--- src/rtl/sync_fifo_ctrl.sv ---
// Synchronous FIFO controller driving an external simple dual-port RAM.
// Tracks pointers, occupancy and sticky error flags, and qualifies RAM read data.
module sync_fifo_ctrl #(
    parameter int unsigned DATA_WIDTH  = 8,
    parameter int unsigned ADDR_WIDTH  = 9,
    parameter int unsigned RAM_LATENCY = 1
) (
    input  logic                  CLK_I,
    input  logic                  RST_I,
    input  logic                  WR_I,
    input  logic [DATA_WIDTH-1:0] WDATA_I,
    input  logic                  RD_I,
    output logic                  FULL_O,
    output logic                  EMPTY_O,
    output logic [ADDR_WIDTH:0]   COUNT_O,
    output logic                  OVF_O,
    output logic                  UDF_O,
    output logic [ADDR_WIDTH-1:0] WADDR_O,
    output logic                  WENABLE_O,
    output logic [DATA_WIDTH-1:0] WDATA_O,
    output logic [ADDR_WIDTH-1:0] RADDR_O,
    output logic                  RENABLE_O,
    input  logic [DATA_WIDTH-1:0] RDATA_I,
    output logic [DATA_WIDTH-1:0] RDATA_O,
    output logic                  RVALID_O
);

    localparam int unsigned CNT_WIDTH = ADDR_WIDTH + 1;
    localparam int unsigned DEPTH     = 1 << ADDR_WIDTH;

    logic [ADDR_WIDTH-1:0]  wptr;
    logic [ADDR_WIDTH-1:0]  rptr;
    logic [CNT_WIDTH-1:0]   count_nxt;
    logic                   push;
    logic                   pop;
    logic [RAM_LATENCY-1:0] rv_pipe;

    // Request qualification uses the registered (pre-edge) flags only.
    always_comb begin
        push      = WR_I & ~FULL_O & ~RST_I;
        pop       = RD_I & ~EMPTY_O & ~RST_I;
        count_nxt = COUNT_O;
        case ({push, pop})
            2'b10:   count_nxt = COUNT_O + CNT_WIDTH'(1);
            2'b01:   count_nxt = COUNT_O - CNT_WIDTH'(1);
            default: count_nxt = COUNT_O;
        endcase
    end

    assign WENABLE_O = push;
    assign WADDR_O   = wptr;
    assign WDATA_O   = WDATA_I;
    assign RENABLE_O = pop;
    assign RADDR_O   = rptr;
    assign RDATA_O   = RDATA_I;

    // Masking by reset keeps a read issued just before reset from surfacing.
    assign RVALID_O  = rv_pipe[RAM_LATENCY-1] & ~RST_I;

    always_ff @(posedge CLK_I) begin
        if (RST_I) begin
            wptr    <= '0;
            rptr    <= '0;
            COUNT_O <= '0;
            FULL_O  <= 1'b0;
            EMPTY_O <= 1'b1;
            OVF_O   <= 1'b0;
            UDF_O   <= 1'b0;
            rv_pipe <= '0;
        end else begin
            if (push) begin
                wptr <= wptr + ADDR_WIDTH'(1);
            end
            if (pop) begin
                rptr <= rptr + ADDR_WIDTH'(1);
            end
            COUNT_O <= count_nxt;
            FULL_O  <= (count_nxt == CNT_WIDTH'(DEPTH));
            EMPTY_O <= (count_nxt == '0);
            if (WR_I && FULL_O) begin
                OVF_O <= 1'b1;
            end
            if (RD_I && EMPTY_O) begin
                UDF_O <= 1'b1;
            end
            // Read-valid delay line matches the RAM read latency.
            rv_pipe[0] <= pop;
            for (int i = 1; i < int'(RAM_LATENCY); i++) begin
                rv_pipe[i] <= rv_pipe[i-1];
            end
        end
    end

endmodule

--- config.mk ---
export PLATFORM = sky130hd
export DESIGN_NAME = sync_fifo_ctrl
export DESIGN_NICKNAME = d
export VERILOG_FILES = /design/src/rtl/sync_fifo_ctrl.sv
export SDC_FILE = /design/constraint.sdc
export NUM_CORES = 1
export LEC_CHECK = 0
export CORE_ASPECT_RATIO = 1.25
export CORE_MARGIN = 3
export CORE_UTILIZATION = 40
export DETAILED_ROUTE_END_ITERATION = 6
export PLACE_DENSITY = 0.73
export SLEW_MARGIN = 20
export SYNTH_ARGS = -nofsm -noshare
export SYNTH_HDL_FRONTEND = slang
export SYNTH_SLANG_ARGS = --single-unit
--- constraint.sdc ---
create_clock -name CLK_I -period 7 [get_ports CLK_I]
set_input_delay 0.7 -clock CLK_I [delete_from_list [all_inputs] [get_ports CLK_I]]
set_output_delay 0.7 -clock CLK_I [all_outputs]
set_load 0.05 [all_outputs]
# == Word-level counts from Yosys, hierarchy flattened ==
# Cells that the tools add are included.
# word_totals
wordCells,27
ff_bits,33
# op_classes
reduce_logical,3
addsub,4
eq_ne,3
mux,1
n_bitwise,8
# ops
operator,n
case mux 10 bit (2 select lines),1
"adder 9 x 1 -> 9 bit, second input constant",2
"adder 10 x 1 -> 10 bit, second input constant",1
"equality test 10 bit, second input constant",1
logical NOT 10 bit,1
"subtractor 10 x 1 -> 10 bit, second input constant",1
bitwise AND 1 bit,5
NOT 1 bit,3
"equality test 2 x 1 -> 1 bit, second input constant",1
"equality test 2 bit, second input constant",1
logical AND 1 bit,2

# == Longest topological paths before layout ==
# logic_depth
word_depth,6
ltp_mapped,12
depth_no_buf,12

# == Worst setup path after synthesis ==
# Ideal clock, no wire load.
# synth_timing
path_type,input port to flip-flop
from,input port RD_I
to,register EMPTY_O
setup_time_ns,0.084
setup_slack_ns,3.352
t_arrival_ns,3.564
required_time_ns,6.916
path_buffers,0
stages,10
cell_sequence,nor2b_1 > and2_1 > ha_1 > ha_1 > or3_1 > a211o_1 > o311ai_4 > a31oi_1 > a2bb2oi_1 > o31ai_2
# synth_via
elab_chain_cells,5
# synth_lines
element,line,source
"start, declared",12,"input logic RD_I,"
bitwise AND 1 bit * (2 in a row),41,pop = RD_I & ~EMPTY_O & ~RST_I;
named net RENABLE_O,22,"output logic RENABLE_O,"
equality test 2 x 1 -> 1 bit / equality test 2 bit (equally long branches),43,"case ({push, pop})"
case mux 10 bit (2 select lines) *,43,
logical NOT 10 bit *,79,EMPTY_O <= (count_nxt == '0);
"end signal, assigned",79,
"end, declared",14,"output logic EMPTY_O,"
# The timed path passes the listed nets; every way through them passes the cells marked *.
# A chain may end at the register's enable or synchronous reset.

# == Worst setup path after layout ==
# layout_timing
from,input port RST_I
to,register EMPTY_O
# layout_via
elab_chain_cells,5
# layout_lines
element,line,source
"start, declared",9,"input logic RST_I,"
NOT 1 bit,"40, 41",
"bitwise AND 1 bit, on equally long branches","41, 40",
equality test 2 x 1 -> 1 bit / equality test 2 bit (equally long branches),43,
case mux 10 bit (2 select lines),43,
logical NOT 10 bit,79,
# Several ways; a longest one is shown, not always the timed one.

==> metrics.md <==
| Metric | Value |
|---|---|
| Initial DRC Count | 90 |
| Post-synth top area share | 0.3387 |
| Avg Inst Size Synth | ~8.4 um^2 |
| Port Buffers | 38 |
| Post-synthesis net count | 265 |
| Global-route wire length before repair | just over 7 mm |
| R2R setup slack | 3710 ps |
| Die width | a little under 70 um |
| CP Data Required Time | between 7000 and 8000 ps |
| Drt wl/cell | ~13 um |
| Vias per cell | ~5.4 |
| Core ar. | 0.004561 mm^2 |
| Initial Util | 0.4277 |
| CTS Root Cell | clkbuf_8 |
| Async set-reset flop share out of synthesis | 0 |
| Placement Rows | 27 |
| CP cell instances | clkdlybuf4s50_1, buf_4, inv_1, and2_1, inv_1, ha_1, ha_1, or3_1, a211o_1, o311ai_4, a31oi_1, a2bb2oi_1, o31ai_2 |
| Status | completed |
| Max VDD drop | between 90 and 100 uV |
| ANT nets after route | 0 |
| F_max | approximately 260 MHz |
| Critical Path AT | roughly 4100 ps |
| Clk pwr share | 0.347 |
| Antenna cells | 0 |
| Synth unique cells | 44 |
| Post-CTS sizing | 0 |
| Max stage delay on crit path | around 450 ps |
| Hold Crit Class | flop to flop |
| Vias in the first global route | roughly 1600 |
| Post-synthesis register bit count | 33 |
| Cell Area, Synth | just under 0.002 mm^2 |
| CP max stage cell | clkdlybuf4s50_1 |
| Clock buffer depth | 2 |
| Worst setup EP type | flop |
| Synth area leader | dfxtp_1 |
| Area grow syn2layout | 22.00% |
| Sequential share of power | 0.390 |
| Postcts setup bufs | 0 |
| Die area | around 0.0058 mm^2 |
| Hold buffers post-CTS | 0 |
| Gr ovfl total | 0 |
| Yosys warns | 0 |
| Pint | approximately 0.00037 W |
| Top post-synthesis cells by area | dfxtp_1, ha_1, buf_4, xor2_1, nor2_1 |
| Pin count of the biggest net entering global routing | 32 |
| Clk_lat worst skew | approximately 280 ps |
| Max-Cap Viols | 0 |
| Cells after Synth | around 230 |
| Fin. Hold Viols | 0 |
| Switch share | 0.3139 |
| Minimum clock period | roughly 4000 ps |
| P_sw | ~0.00017 W |
| Nets | approximately 290 |
| Worst slew pin tran | between 700 and 800 ps |
| IO Pins | 71 |
| Initial antenna violation count | 0 |
| Via count | approximately 1700 |
| CTS tree | done |
| Total GRT Usage | 0.1540 |
| Clock transition at path regs | 70 ps |
| Final max-slew violation count | 0 |
| Setup TNS | 0 ps |
| CTS buffer count | 5 |
| H-tree Lvls | 2 |
| EDFF count, synth | 0 |
| Router iterations before antenna repair | 4 |
| Detail Placement HPWL | between 2 and 3 mm |
| DRC Markers | 0 |
| Main flop type after synthesis | dfxtp_1 |
| Comb power frac | 0.263 |
| Unrepaired setup endpoints after global routing | false |
| Power Dens Cells | 223.8 mW/mm^2 |
| Post-Route WL | 4.227 mm |
| Sink Count | 33 |
| Rel. slew slack | 0.5123 |
| Critical setup path kind | input port to flop |
| Final Util | 0.5218 |
| Placed Cells | just over 300 |
| Worst Path Max Fanout | 31 |
| Tcrit/Tclk final | 0.5596 |
| Worst Skew | around 1.4 ps |
| Leakage | roughly 0.92 nW |
| Sequential cell area fraction in the yosys report | 0.3387 |
| Non-Filler Instances | about 320 |
| Layout cell share with drive strength beyond 1 | 0.05058 |
| Critical Path Source Type | input port |
| Gpl congestion | about 0.9 |
| Final-report setup violation count | 0 |
| Die height | between 80 and 90 um |
==> layout by cell type, fill, tap and decap left out, drive strengths merged, types with 3 or more instances in the layout <==
master         instances
a211oi                 4
a21oi                 16
a31oi                  3
and2                   3
and3                   5
clkbuf                 7
clkdlybuf4s50         38
dfxtp                 33
ha                    11
inv                    9
nand2                 15
nand2b                 3
nand3                  4
nand4                  5
nor2                  27
nor2b                  4
nor3                   6
nor3b                  3
o21a                   3
o21ai                 11
or3                    5
xnor2                  3
xor2                  12
==> cell families after synthesis <==
family          synth area share
xor+xnor                 0.06735
mux                      0.01026
compound gates            0.1905
fa+ha+maj                0.08082
flops                     0.3387
buf+inv                  0.09301
simple gates              0.2194
==> path summary, 6_finish.rpt <==
check,startpoint,end,cells past startpoint
worst max-delay path,RST_I,EMPTY_O$_SDFF_PP1_,13
worst min-delay path,UDF_O$_SDFFE_PP0P_,UDF_O$_SDFFE_PP0P_,2
worst max register to register,EMPTY_O$_SDFF_PP1_,EMPTY_O$_SDFF_PP1_,10
worst min register to register,UDF_O$_SDFFE_PP0P_,UDF_O$_SDFFE_PP0P_,2
==> synth_stat cells (all sizes together), types with 6 or more instances <==
cell	count
dfxtp	33
nor2	27
buf	18
a21oi	16
nand2	15
xor2	12
ha	11
o21ai	11
inv	9
nor3	6
==> power by group through the flow <==
stage	clock network [W]	registers, W	logic [W]
5_1_grt	0.000197	0.000209	0.000152
3_3_place_gp	0	0.000212	0.000139
4_1_cts	0.000192	0.000208	0.000140
2_1_floorplan	0	0.000242	0.0000974
6_report	0.000185	0.000208	0.000140
3_5_place_dp	0	0.000212	0.000140
==> cell type report <==
cell class                      count  area (um^2)
Clock buffer                        7        86.33
Timing Repair Buffer               39        387.9
Clock inverter                      1        30.03
Fill cell                         444         2181
Inverter                            9        33.78
Sequential cell                    33        660.6
Tap cell                           58        72.57
Multi-Input combinational cell    168         1109
==> through the flow <==
| stage | total power [W] | hold slack, ps | instance area [um^2] | setup slack [ps] |
|---|---|---|---|---|
| CTS | 0.0005402 | 472.3 | 2380 | 3087 |
| floorplan | 0.0003392 | 710.7 | 1951 | 3352 |
| finish | 0.0005326 | 470.6 | 2380 | 3083 |
| detailed placement | 0.0003519 | 455.2 | 2263 | 2772 |
| global route | 0.0005586 | 487.2 | 2380 | 2820 |
| global placement | 0.0003508 | 448.1 | 2263 | 2857 |
==> registers in the layout, indices dropped and copies added, names as in the netlist <==
signal and flops:
COUNT_O 10, RADDR_O 9, WADDR_O 9, EMPTY_O 1
FULL_O 1, OVF_O 1, UDF_O 1, rv_pipe 1
==> layer usage <==
| layer | GRT usage | vias up | wire (um) | share of wire |
|---|---|---|---|---|
| li1 | - | 856 | - | - |
| met1 | 0.1947 | 761 | 1918 | 0.45 |
| met2 | 0.2433 | 61 | 1969 | 0.47 |
| met3 | 0.03639 | 11 | 248 | 0.059 |
| met4 | 0.06329 | 0 | 89 | 0.021 |
| met5 | 0 | - | 0 | 0 |
==> critical path, delay by kind of cell <==
family                   cells  cell delay (ps)
AO/OA/AOI/OAI                5             1080
adder cells (fa/ha/maj)      2              790
buffers and inverters        4              970
AND/OR/NAND/NOR              2              580
(Power assumes the default switching activity.)
